$ cat config.mk
export PLATFORM = sky130hd
export DESIGN_NAME = mem_port_arbiter_flat
export DESIGN_NICKNAME = d
export VERILOG_FILES = /design/src/rtl/mem_port_arbiter_pkg.sv /design/src/rtl/mem_port_arbiter_if.sv /design/src/rtl/mem_port_arbiter.sv /design/src/flat_wrapper.sv
export SDC_FILE = /design/constraint.sdc
export NUM_CORES = 1
export LEC_CHECK = 0
export CAP_MARGIN = 25
export CORE_AREA = 2 2 95 97
export CTS_CLUSTER_DIAMETER = 150
export CTS_CLUSTER_SIZE = 16
export DETAILED_ROUTE_END_ITERATION = 8
export DIE_AREA = 0 0 97 99
export PLACE_DENSITY = 0.69
export RECOVER_POWER = 100
export SLEW_MARGIN = 5
export SYNTH_ARGS = -nofsm -noshare
export SYNTH_HDL_FRONTEND = slang
export SYNTH_SLANG_ARGS = --single-unit
$ cat constraint.sdc
create_clock -name In_clock -period 2.8 [get_ports In_clock]
set_input_delay 0.28 -clock In_clock [delete_from_list [all_inputs] [get_ports In_clock]]
set_output_delay 0.28 -clock In_clock [all_outputs]
set_load 0.1 [all_outputs]
$ cat src/rtl/mem_port_arbiter_pkg.sv
// Shared definitions for the memory port arbiter: state encoding and requester IDs.
package mem_arb_pkg;

    typedef enum logic [1:0] {
        S_IDLE   = 2'd0,
        S_ACCESS = 2'd1,
        S_DONE   = 2'd2
    } state_t;

    localparam logic REQ_FETCH = 1'b0;
    localparam logic REQ_DATA  = 1'b1;

endpackage

$ cat src/rtl/mem_port_arbiter_if.sv
// Bundle of requester handshakes and memory port signals around the arbiter.
interface mem_port_arbiter_if #(
    parameter int ADDR_W = 16,
    parameter int DATA_W = 16
);
    logic              In_Fetch_req;
    logic [ADDR_W-1:0] In_Fetch_addr;
    logic              Out_Fetch_done;
    logic [DATA_W-1:0] Out_Fetch_data;
    logic              In_Data_req;
    logic              In_Data_R_Wbar;
    logic [ADDR_W-1:0] In_Data_addr;
    logic [DATA_W-1:0] In_Data_wdata;
    logic              Out_Data_done;
    logic [DATA_W-1:0] Out_Data_rdata;
    logic              Out_Mem_Access_en;
    logic              Out_Mem_Access_R_Wbar;
    logic [ADDR_W-1:0] Out_Mem_Access_addr;
    logic [DATA_W-1:0] Out_Mem_Write_data;
    logic [DATA_W-1:0] In_Mem_Read_data;
    logic              Out_Busy;

    modport slave (
        input  In_Fetch_req, In_Fetch_addr,
        input  In_Data_req, In_Data_R_Wbar, In_Data_addr, In_Data_wdata,
        input  In_Mem_Read_data,
        output Out_Fetch_done, Out_Fetch_data, Out_Data_done, Out_Data_rdata,
        output Out_Mem_Access_en, Out_Mem_Access_R_Wbar, Out_Mem_Access_addr,
        output Out_Mem_Write_data, Out_Busy
    );

    modport master (
        output In_Fetch_req, In_Fetch_addr,
        output In_Data_req, In_Data_R_Wbar, In_Data_addr, In_Data_wdata,
        output In_Mem_Read_data,
        input  Out_Fetch_done, Out_Fetch_data, Out_Data_done, Out_Data_rdata,
        input  Out_Mem_Access_en, Out_Mem_Access_R_Wbar, Out_Mem_Access_addr,
        input  Out_Mem_Write_data, Out_Busy
    );

endinterface

$ cat src/rtl/mem_port_arbiter.sv
// Round-robin arbiter sharing one memory port between instruction fetch and load/store.
// Each grant runs ACCESS for 1+WAIT_CYCLES cycles, then a single DONE cycle with the done pulse.
module mem_port_arbiter
    import mem_arb_pkg::*;
#(
    parameter int ADDR_W      = 16,
    parameter int DATA_W      = 16,
    parameter int WAIT_CYCLES = 0
) (
    input logic               In_clock,
    input logic               In_reset,
    mem_port_arbiter_if.slave bus
);

    localparam int              CNT_W    = (WAIT_CYCLES > 0) ? $clog2(WAIT_CYCLES + 1) : 1;
    localparam logic [CNT_W-1:0] CNT_LAST = CNT_W'(WAIT_CYCLES);

    state_t            r_state;
    state_t            w_nextState;
    logic              r_grant;
    logic              w_nextGrant;
    logic              r_lastGrant;
    logic              w_startAccess;
    logic              w_accessLast;
    logic [CNT_W-1:0]  r_waitCnt;
    logic [ADDR_W-1:0] r_memAddr;
    logic [ADDR_W-1:0] w_nextAddr;
    logic [DATA_W-1:0] r_memWdata;
    logic              r_memRead;
    logic              w_nextRead;
    logic [DATA_W-1:0] r_fetchData;
    logic [DATA_W-1:0] r_dataRdata;

    // On a tie the requester not served last wins; otherwise whoever is asking.
    function automatic logic rrPick(input logic fetchReq, input logic dataReq, input logic lastGrant);
        return (fetchReq && dataReq) ? ~lastGrant : (dataReq ? REQ_DATA : REQ_FETCH);
    endfunction

    assign w_accessLast = (r_state == S_ACCESS) && (r_waitCnt == CNT_LAST);

    always_comb begin
        w_nextState   = r_state;
        w_nextGrant   = r_grant;
        w_startAccess = 1'b0;
        case (r_state)
            S_IDLE: begin
                if (bus.In_Fetch_req || bus.In_Data_req) begin
                    w_nextState   = S_ACCESS;
                    w_nextGrant   = rrPick(bus.In_Fetch_req, bus.In_Data_req, r_lastGrant);
                    w_startAccess = 1'b1;
                end
            end
            S_ACCESS: begin
                if (w_accessLast) begin
                    w_nextState = S_DONE;
                end
            end
            S_DONE: begin
                // The requester just served still holds req this cycle, so only the other one counts.
                if ((r_grant == REQ_FETCH) ? bus.In_Data_req : bus.In_Fetch_req) begin
                    w_nextState   = S_ACCESS;
                    w_nextGrant   = ~r_grant;
                    w_startAccess = 1'b1;
                end else begin
                    w_nextState = S_IDLE;
                end
            end
            default: w_nextState = S_IDLE;
        endcase
        w_nextAddr = (w_nextGrant == REQ_DATA) ? bus.In_Data_addr : bus.In_Fetch_addr;
        w_nextRead = (w_nextGrant == REQ_DATA) ? bus.In_Data_R_Wbar : 1'b1;
    end

    always_ff @(posedge In_clock or posedge In_reset) begin
        if (In_reset) begin
            r_state     <= S_IDLE;
            r_grant     <= REQ_FETCH;
            r_lastGrant <= REQ_DATA;
            r_waitCnt   <= '0;
            r_memAddr   <= '0;
            r_memWdata  <= '0;
            r_memRead   <= 1'b1;
        end else begin
            r_state <= w_nextState;
            r_grant <= w_nextGrant;
            if (w_startAccess) begin
                r_memAddr  <= w_nextAddr;
                r_memWdata <= bus.In_Data_wdata;
                r_memRead  <= w_nextRead;
            end
            if ((r_state == S_ACCESS) && !w_accessLast) begin
                r_waitCnt <= r_waitCnt + 1'b1;
            end else begin
                r_waitCnt <= '0;
            end
            if (w_accessLast) begin
                r_lastGrant <= r_grant;
            end
        end
    end

    always_ff @(posedge In_clock or posedge In_reset) begin
        if (In_reset) begin
            r_fetchData <= '0;
            r_dataRdata <= '0;
        end else if (w_accessLast && r_memRead) begin
            if (r_grant == REQ_FETCH) begin
                r_fetchData <= bus.In_Mem_Read_data;
            end else begin
                r_dataRdata <= bus.In_Mem_Read_data;
            end
        end
    end

    // Writes enable only in the last ACCESS cycle so memory commits exactly once.
    assign bus.Out_Mem_Access_en     = (r_state == S_ACCESS) && (r_memRead || w_accessLast);
    assign bus.Out_Mem_Access_R_Wbar = (r_state == S_ACCESS) ? r_memRead : 1'b1;
    assign bus.Out_Mem_Access_addr   = r_memAddr;
    assign bus.Out_Mem_Write_data    = r_memWdata;
    assign bus.Out_Busy              = (r_state != S_IDLE);
    assign bus.Out_Fetch_done        = (r_state == S_DONE) && (r_grant == REQ_FETCH);
    assign bus.Out_Data_done         = (r_state == S_DONE) && (r_grant == REQ_DATA);
    assign bus.Out_Fetch_data        = r_fetchData;
    assign bus.Out_Data_rdata        = r_dataRdata;

endmodule

$ cat src/flat_wrapper.sv
// flat-port wrapper written by rule: the top's interface ports become plain ports
module mem_port_arbiter_flat import mem_arb_pkg::*;
#(
    parameter int ADDR_W      = 16,
    parameter int DATA_W      = 16,
    parameter int WAIT_CYCLES = 0
)
  (In_clock, In_reset, bus_In_Fetch_req, bus_In_Fetch_addr, bus_In_Data_req, bus_In_Data_R_Wbar, bus_In_Data_addr, bus_In_Data_wdata, bus_In_Mem_Read_data, bus_Out_Fetch_done, bus_Out_Fetch_data, bus_Out_Data_done, bus_Out_Data_rdata, bus_Out_Mem_Access_en, bus_Out_Mem_Access_R_Wbar, bus_Out_Mem_Access_addr, bus_Out_Mem_Write_data, bus_Out_Busy);
  mem_port_arbiter_if #(.ADDR_W(ADDR_W), .DATA_W(DATA_W)) bus_i ();
  input logic In_clock;
  input logic In_reset;
  input wire logic [$bits(bus_i.In_Fetch_req)-1:0] bus_In_Fetch_req;
  input wire logic [$bits(bus_i.In_Fetch_addr)-1:0] bus_In_Fetch_addr;
  input wire logic [$bits(bus_i.In_Data_req)-1:0] bus_In_Data_req;
  input wire logic [$bits(bus_i.In_Data_R_Wbar)-1:0] bus_In_Data_R_Wbar;
  input wire logic [$bits(bus_i.In_Data_addr)-1:0] bus_In_Data_addr;
  input wire logic [$bits(bus_i.In_Data_wdata)-1:0] bus_In_Data_wdata;
  input wire logic [$bits(bus_i.In_Mem_Read_data)-1:0] bus_In_Mem_Read_data;
  output wire logic [$bits(bus_i.Out_Fetch_done)-1:0] bus_Out_Fetch_done;
  output wire logic [$bits(bus_i.Out_Fetch_data)-1:0] bus_Out_Fetch_data;
  output wire logic [$bits(bus_i.Out_Data_done)-1:0] bus_Out_Data_done;
  output wire logic [$bits(bus_i.Out_Data_rdata)-1:0] bus_Out_Data_rdata;
  output wire logic [$bits(bus_i.Out_Mem_Access_en)-1:0] bus_Out_Mem_Access_en;
  output wire logic [$bits(bus_i.Out_Mem_Access_R_Wbar)-1:0] bus_Out_Mem_Access_R_Wbar;
  output wire logic [$bits(bus_i.Out_Mem_Access_addr)-1:0] bus_Out_Mem_Access_addr;
  output wire logic [$bits(bus_i.Out_Mem_Write_data)-1:0] bus_Out_Mem_Write_data;
  output wire logic [$bits(bus_i.Out_Busy)-1:0] bus_Out_Busy;
  assign bus_i.In_Fetch_req = bus_In_Fetch_req;
  assign bus_i.In_Fetch_addr = bus_In_Fetch_addr;
  assign bus_i.In_Data_req = bus_In_Data_req;
  assign bus_i.In_Data_R_Wbar = bus_In_Data_R_Wbar;
  assign bus_i.In_Data_addr = bus_In_Data_addr;
  assign bus_i.In_Data_wdata = bus_In_Data_wdata;
  assign bus_i.In_Mem_Read_data = bus_In_Mem_Read_data;
  assign bus_Out_Fetch_done = bus_i.Out_Fetch_done;
  assign bus_Out_Fetch_data = bus_i.Out_Fetch_data;
  assign bus_Out_Data_done = bus_i.Out_Data_done;
  assign bus_Out_Data_rdata = bus_i.Out_Data_rdata;
  assign bus_Out_Mem_Access_en = bus_i.Out_Mem_Access_en;
  assign bus_Out_Mem_Access_R_Wbar = bus_i.Out_Mem_Access_R_Wbar;
  assign bus_Out_Mem_Access_addr = bus_i.Out_Mem_Access_addr;
  assign bus_Out_Mem_Write_data = bus_i.Out_Mem_Write_data;
  assign bus_Out_Busy = bus_i.Out_Busy;
  mem_port_arbiter #(.ADDR_W(ADDR_W), .DATA_W(DATA_W), .WAIT_CYCLES(WAIT_CYCLES)) u_core (.In_clock(In_clock), .In_reset(In_reset), .bus(bus_i));
endmodule
After elaboration in Yosys (flattened, before gate mapping)
Index checks and enable logic that the tools add are counted.
{ "op_classes": {"bitwise_logic": 3, "magnitude_cmp": 0, "n_mul": 0, "n_div": 0, "n_mux": 17, "n_shift": 0, "reduce_logical": 15, "add_sub_neg": 1, "n_eq_ne": 4} }
{ "ops": {"columns": ["operator", "n"], "rows": [
  ["2-to-1 mux 16 bit", 1],
  ["2-to-1 mux 1 bit", 11],
  ["logical AND 1 bit", 7],
  ["one-hot mux 2 bit (3 select lines)", 1],
  ["AND reduction 2 bit", 3],
  ["2-to-1 mux 2 bit", 2],
  ["!= test 2 x 1 -> 1 bit, second input constant", 2],
  ["one-hot mux 1 bit (2 select lines)", 2],
  ["inverter 1 bit", 3],
  ["equality test 2 x 1 -> 1 bit, second input constant", 1],
  ["equality test 2 bit, second input constant", 1],
  ["logical NOT 2 bit", 1],
  ["logical OR 1 bit", 2],
  ["nonzero test 2 bit", 1],
  ["adder 1 bit, second input constant", 1],
  ["logical NOT 1 bit", 1]
]} }
{ "word_totals": {"in_bits": 69, "ramBits": 0, "latchBits": 0, "mem_count": 0, "output_inout_bits": 69, "regBits": 70, "romBits": 0, "wordCells": 49} }

Logic depth before layout (Yosys ltp)
{ "logic_depth": {"ltp_word": 5, "mapped_depth": 7, "mapped_depth_nobuf": 4} }

Worst setup path before layout
No wires, ideal clock.
{ "synth_timing": {"path_kind": "register to output", "from": "reg u_core.r_memRead", "to": "out bus_Out_Mem_Access_en", "setup_slack_ns": -0.337, "arrival_time_ns": 2.857, "stages_incl_launch_ff": 3, "n_path_buf": 0, "required_ns": 2.520, "path_cell_list": "dfstp_2 inv_1 a211oi_1"} }
{ "synth_between": {"elab_chain_cells": 2} }
{ "synth_rtl": {"columns": ["item", "line_no", "source"], "rows": [
  ["from (decl)", "mem_port_arbiter.sv:29", "logic r_memRead;"],
  ["from (signal assigned)", "mem_port_arbiter.sv:89", "r_memRead <= w_nextRead;"],
  ["logical OR 1 bit", "mem_port_arbiter.sv:116", "assign bus.Out_Mem_Access_en = (r_state == S_ACCESS) && (r_memRead || w_accessLast);"],
  ["logical AND 1 bit", "mem_port_arbiter.sv:116", null],
  ["to (decl)", "flat_wrapper.sv:23", "output wire logic [$bits(bus_i.Out_Mem_Access_en)-1:0] bus_Out_Mem_Access_en;"]
]} }
No other way between the ends.

Worst setup path after layout
{ "layout_timing": {"from": "reg u_core.r_state[0]", "to": "out bus_Out_Data_done"} }
{ "layout_between": {"elab_chain_cells": 2} }
{ "layout_rtl": {"columns": ["item", "line_no", "source"], "rows": [
  ["from (decl)", "mem_port_arbiter.sv:18", "state_t r_state;"],
  ["from (signal assigned)", "mem_port_arbiter.sv:84", "r_state <= w_nextState;"],
  ["equality test 2 bit", "mem_port_arbiter.sv:122", "assign bus.Out_Data_done = (r_state == S_DONE) && (r_grant == REQ_DATA);"],
  ["logical AND 1 bit", "mem_port_arbiter.sv:122", null],
  ["to (decl)", "flat_wrapper.sv:21", "output wire logic [$bits(bus_i.Out_Data_done)-1:0] bus_Out_Data_done;"]
]} }
No other way between the ends.

==> impl_metrics.env <==
export IMPL_status="complete, but fails checks"
export IMPL_violations="max-capacitance violations, max-slew violations"
export IMPL_clk_latency_ns=0.33
export IMPL_slowest_delay_ns=0.86
export IMPL_core_mm2=0.00855
export IMPL_startpoint_type="register"
export IMPL_drc=0
export IMPL_fin_crit_ns=2.32
export IMPL_place_area_mm2=0.00421
export IMPL_path_max_fanout=8
export IMPL_gr_total_overflow=0
export IMPL_cap_violations=1
export IMPL_cts_sinks=70
export IMPL_insertedDiodeCount=0
export IMPL_place_congestion=0.793
export IMPL_viasPerCell=4.81
export IMPL_initial_utilization_pct=34.4
export IMPL_rsz0062_at_grt="false"
export IMPL_endpoint_kind="output port"
export IMPL_via_count=2288
export IMPL_root_buffer="clkbuf_8"
export IMPL_firstDrtPassIters=4
export IMPL_rr_endpoint="u_core.bus.Out_Mem_Write_data[7]"
export IMPL_cts_setup_buffers=0
export IMPL_area_delta_synth_final_pct=41.0
export IMPL_yosysWarnings=0
export IMPL_synth_cell_type_count=31
export IMPL_clock_skew_ns=0.00758
export IMPL_grt_pass1_vias=2438
export IMPL_wl_per_cell_um=15.1
export IMPL_synth_area_per_cell_um2=13.1
export IMPL_final_common_cell="clkbuf_1"
export IMPL_dieHeight_um=99
export IMPL_fin_nets=432
export IMPL_drive_gt1_share_pct=19.8
export IMPL_slew_headroom_pct=-12.5
export IMPL_finalSetupViolCount=0
export IMPL_slowest_stage="clkbuf_1"
export IMPL_grt_pass1_wl_um=11600
export IMPL_hold_viol=0
export IMPL_antenna_found_initial=0
export IMPL_reg2reg_setup_slack_ns=0.60
export IMPL_netlist_instances=225
export IMPL_path_cells="inv_1 -> and3_1 -> clkbuf_1"
export IMPL_syn_nets=294
export IMPL_ant_nets=0
export IMPL_drt_iter0_drc=49
export IMPL_num_rows=34
export IMPL_cp_arrival_ns=2.04
export IMPL_fin_area_mm2=0.00414
export IMPL_ios=138
export IMPL_most_common_layout_cells="69 x clkbuf_1, 68 x dfrtp_1, 67 x clkdlybuf4s50_1"
export IMPL_cts_buffers=9
export IMPL_period_share_pct=82.9
export IMPL_ys_seq_area_share_pct=59.7
export IMPL_required_ns=2.52
export IMPL_hold_path_class="reg2reg"
export IMPL_ctsResizeCount=0
export IMPL_dieArea_mm2=0.00960
export IMPL_h_tree_depth=3
export IMPL_setup_tns_ns=0
export IMPL_final_max_slew_violation_count=71
export IMPL_cts_buffer_depth=2
export IMPL_grt_max_degree=71
export IMPL_endpoint="bus_Out_Data_done"
export IMPL_portBuffers=137
export IMPL_maxClockFrequency_ghz=0.431
export IMPL_fp_dieW_um=97
export IMPL_wirelength_um=7170
export IMPL_dp_hpwl_um=5180
export IMPL_synth_seq_cells=70
export IMPL_r2r_cells=4
export IMPL_syn_cell_area_mm2=0.00294
export IMPL_cts_tree="yes"
export IMPL_path_class="reg2out"
export IMPL_hold_buffers=0
export IMPL_path_clk_slew_ns=0.07
export IMPL_track_usage_pct=15.1
export IMPL_critical_path_startpoint="u_core.r_state[0]"
export IMPL_worstMarginPinSlew_ns=1.69
stage by stage:
| stage | cells | hold WS (ns) | util (%) | setup WS (ns) |
|---|---|---|---|---|
| global route | 476 | 0.503 | 48.4 | 0.376 |
| global placement | 460 | 0.476 | 49.3 | 0.770 |
| detailed placement | 460 | 0.484 | 49.3 | 0.722 |
| finish | 476 | 0.493 | 48.4 | 0.479 |
| CTS | 476 | 0.358 | 51.8 | 0.845 |
| floorplan | 225 | 0.415 | - | 0.627 |
cell usage after synthesis:
| cell | number | area [um^2] |
|---|---|---|
| nor2b_1 | 1 | 6.26 |
| buf_6 | 5 | 56.3 |
| buf_2 | 3 | 15.0 |
| and3_1 | 1 | 6.26 |
| a31o_2 | 1 | 8.76 |
| nor3_1 | 1 | 5.00 |
| and2_1 | 1 | 6.26 |
| o21ai_1 | 1 | 5.00 |
| a31oi_1 | 16 | 100 |
| nand3_2 | 1 | 10.0 |
| inv_1 | 4 | 15.0 |
| buf_4 | 5 | 37.5 |
| conb_1 | 1 | 3.75 |
| o21ai_0 | 16 | 80.1 |
| dfrtp_1 | 68 | 1700 |
| mux2i_1 | 1 | 10.0 |
| nor2_1 | 18 | 67.6 |
| a22oi_1 | 1 | 7.51 |
| mux2_1 | 5 | 56.3 |
| nor2_4 | 1 | 11.3 |
| nand2_1 | 3 | 11.3 |
| nand2b_1 | 1 | 6.26 |
| a211oi_1 | 1 | 7.51 |
| o31ai_1 | 1 | 7.51 |
| a211oi_4 | 1 | 20.0 |
| dfstp_2 | 2 | 52.6 |
| nor3b_4 | 1 | 18.8 |
| nand3_1 | 17 | 85.1 |
| clkbuf_1 | 1 | 3.75 |
| mux2_2 | 45 | 507 |
| a22o_1 | 1 | 8.76 |
logic make-up (layout without fill, tap and decap cells):
kind of cell / after synthesis / after routing / synth area share (%)
AOI/OAI and AO/OA: 39 / 39 / 8.35
DFF: 70 / 70 / 59.7
other: 1 / 1 / 0.128
and+or+nand+nor: 46 / 46 / 7.96
muxes: 51 / 51 / 19.5
buffers and inverters: 18 / 161 / 4.34
flip-flops by register name, indices dropped and copies added (netlist names), named ones only:
| name | cells |
|---|---|
| u_core.bus.Out_Mem_Write_data | 16 |
| u_core.r_lastGrant | 1 |
| u_core.bus.Out_Fetch_data | 16 |
| u_core.r_state | 2 |
| u_core.bus.Out_Data_rdata | 16 |
| u_core.bus.Out_Mem_Access_addr | 16 |
| u_core.r_waitCnt | 1 |
| u_core.r_memRead | 1 |
worst max-delay path, delay by kind of cell (launching register included):
kind,cells,cell delay (ns)
DFF,1,0.48
and+or+nand+nor,1,0.18
buffers and inverters,2,1.04
layout make-up:
cell class,instances,area [um^2]
repair buffers,141,968
inverters,4,15.0
flip-flops and latches,70,1750
multi-input cells,137,1050
fillers,846,4410
well taps,108,135
clock buffers,10,128
clock inverters,6,86.3
worst min path at each step:
stage                                     start                           endpoint  slack [ns]  depth (start not counted)
6_report       u_core.bus.Out_Mem_Write_data[6]   u_core.bus.Out_Mem_Write_data[6]        0.49                          1
3_3_place_gp   u_core.bus.Out_Mem_Write_data[6]   u_core.bus.Out_Mem_Write_data[6]        0.48                          1
3_5_place_dp   u_core.bus.Out_Mem_Write_data[6]   u_core.bus.Out_Mem_Write_data[6]        0.48                          1
4_1_cts                                In_reset       u_core.bus.Out_Fetch_data[6]        0.36                          3
5_1_grt                     bus_In_Data_addr[7]  u_core.bus.Out_Mem_Access_addr[7]        0.50                          3
2_1_floorplan              bus_In_Data_wdata[2]   u_core.bus.Out_Mem_Write_data[2]        0.41                          1
metal layers:
metal	share of wire (%)	global-route usage, %	up-vias	wire length (um)
met1	42	18.1	1100	2990
met2	48	24.9	97	3430
met5	0	0	-	0
li1	-	-	1075	-
met4	2.3	7.15	0	163
met3	8.1	4.54	16	583
Power is left out: the tool's default activity adds up to more than one toggle a clock period on the data nets, which glitch-free logic cannot reach.
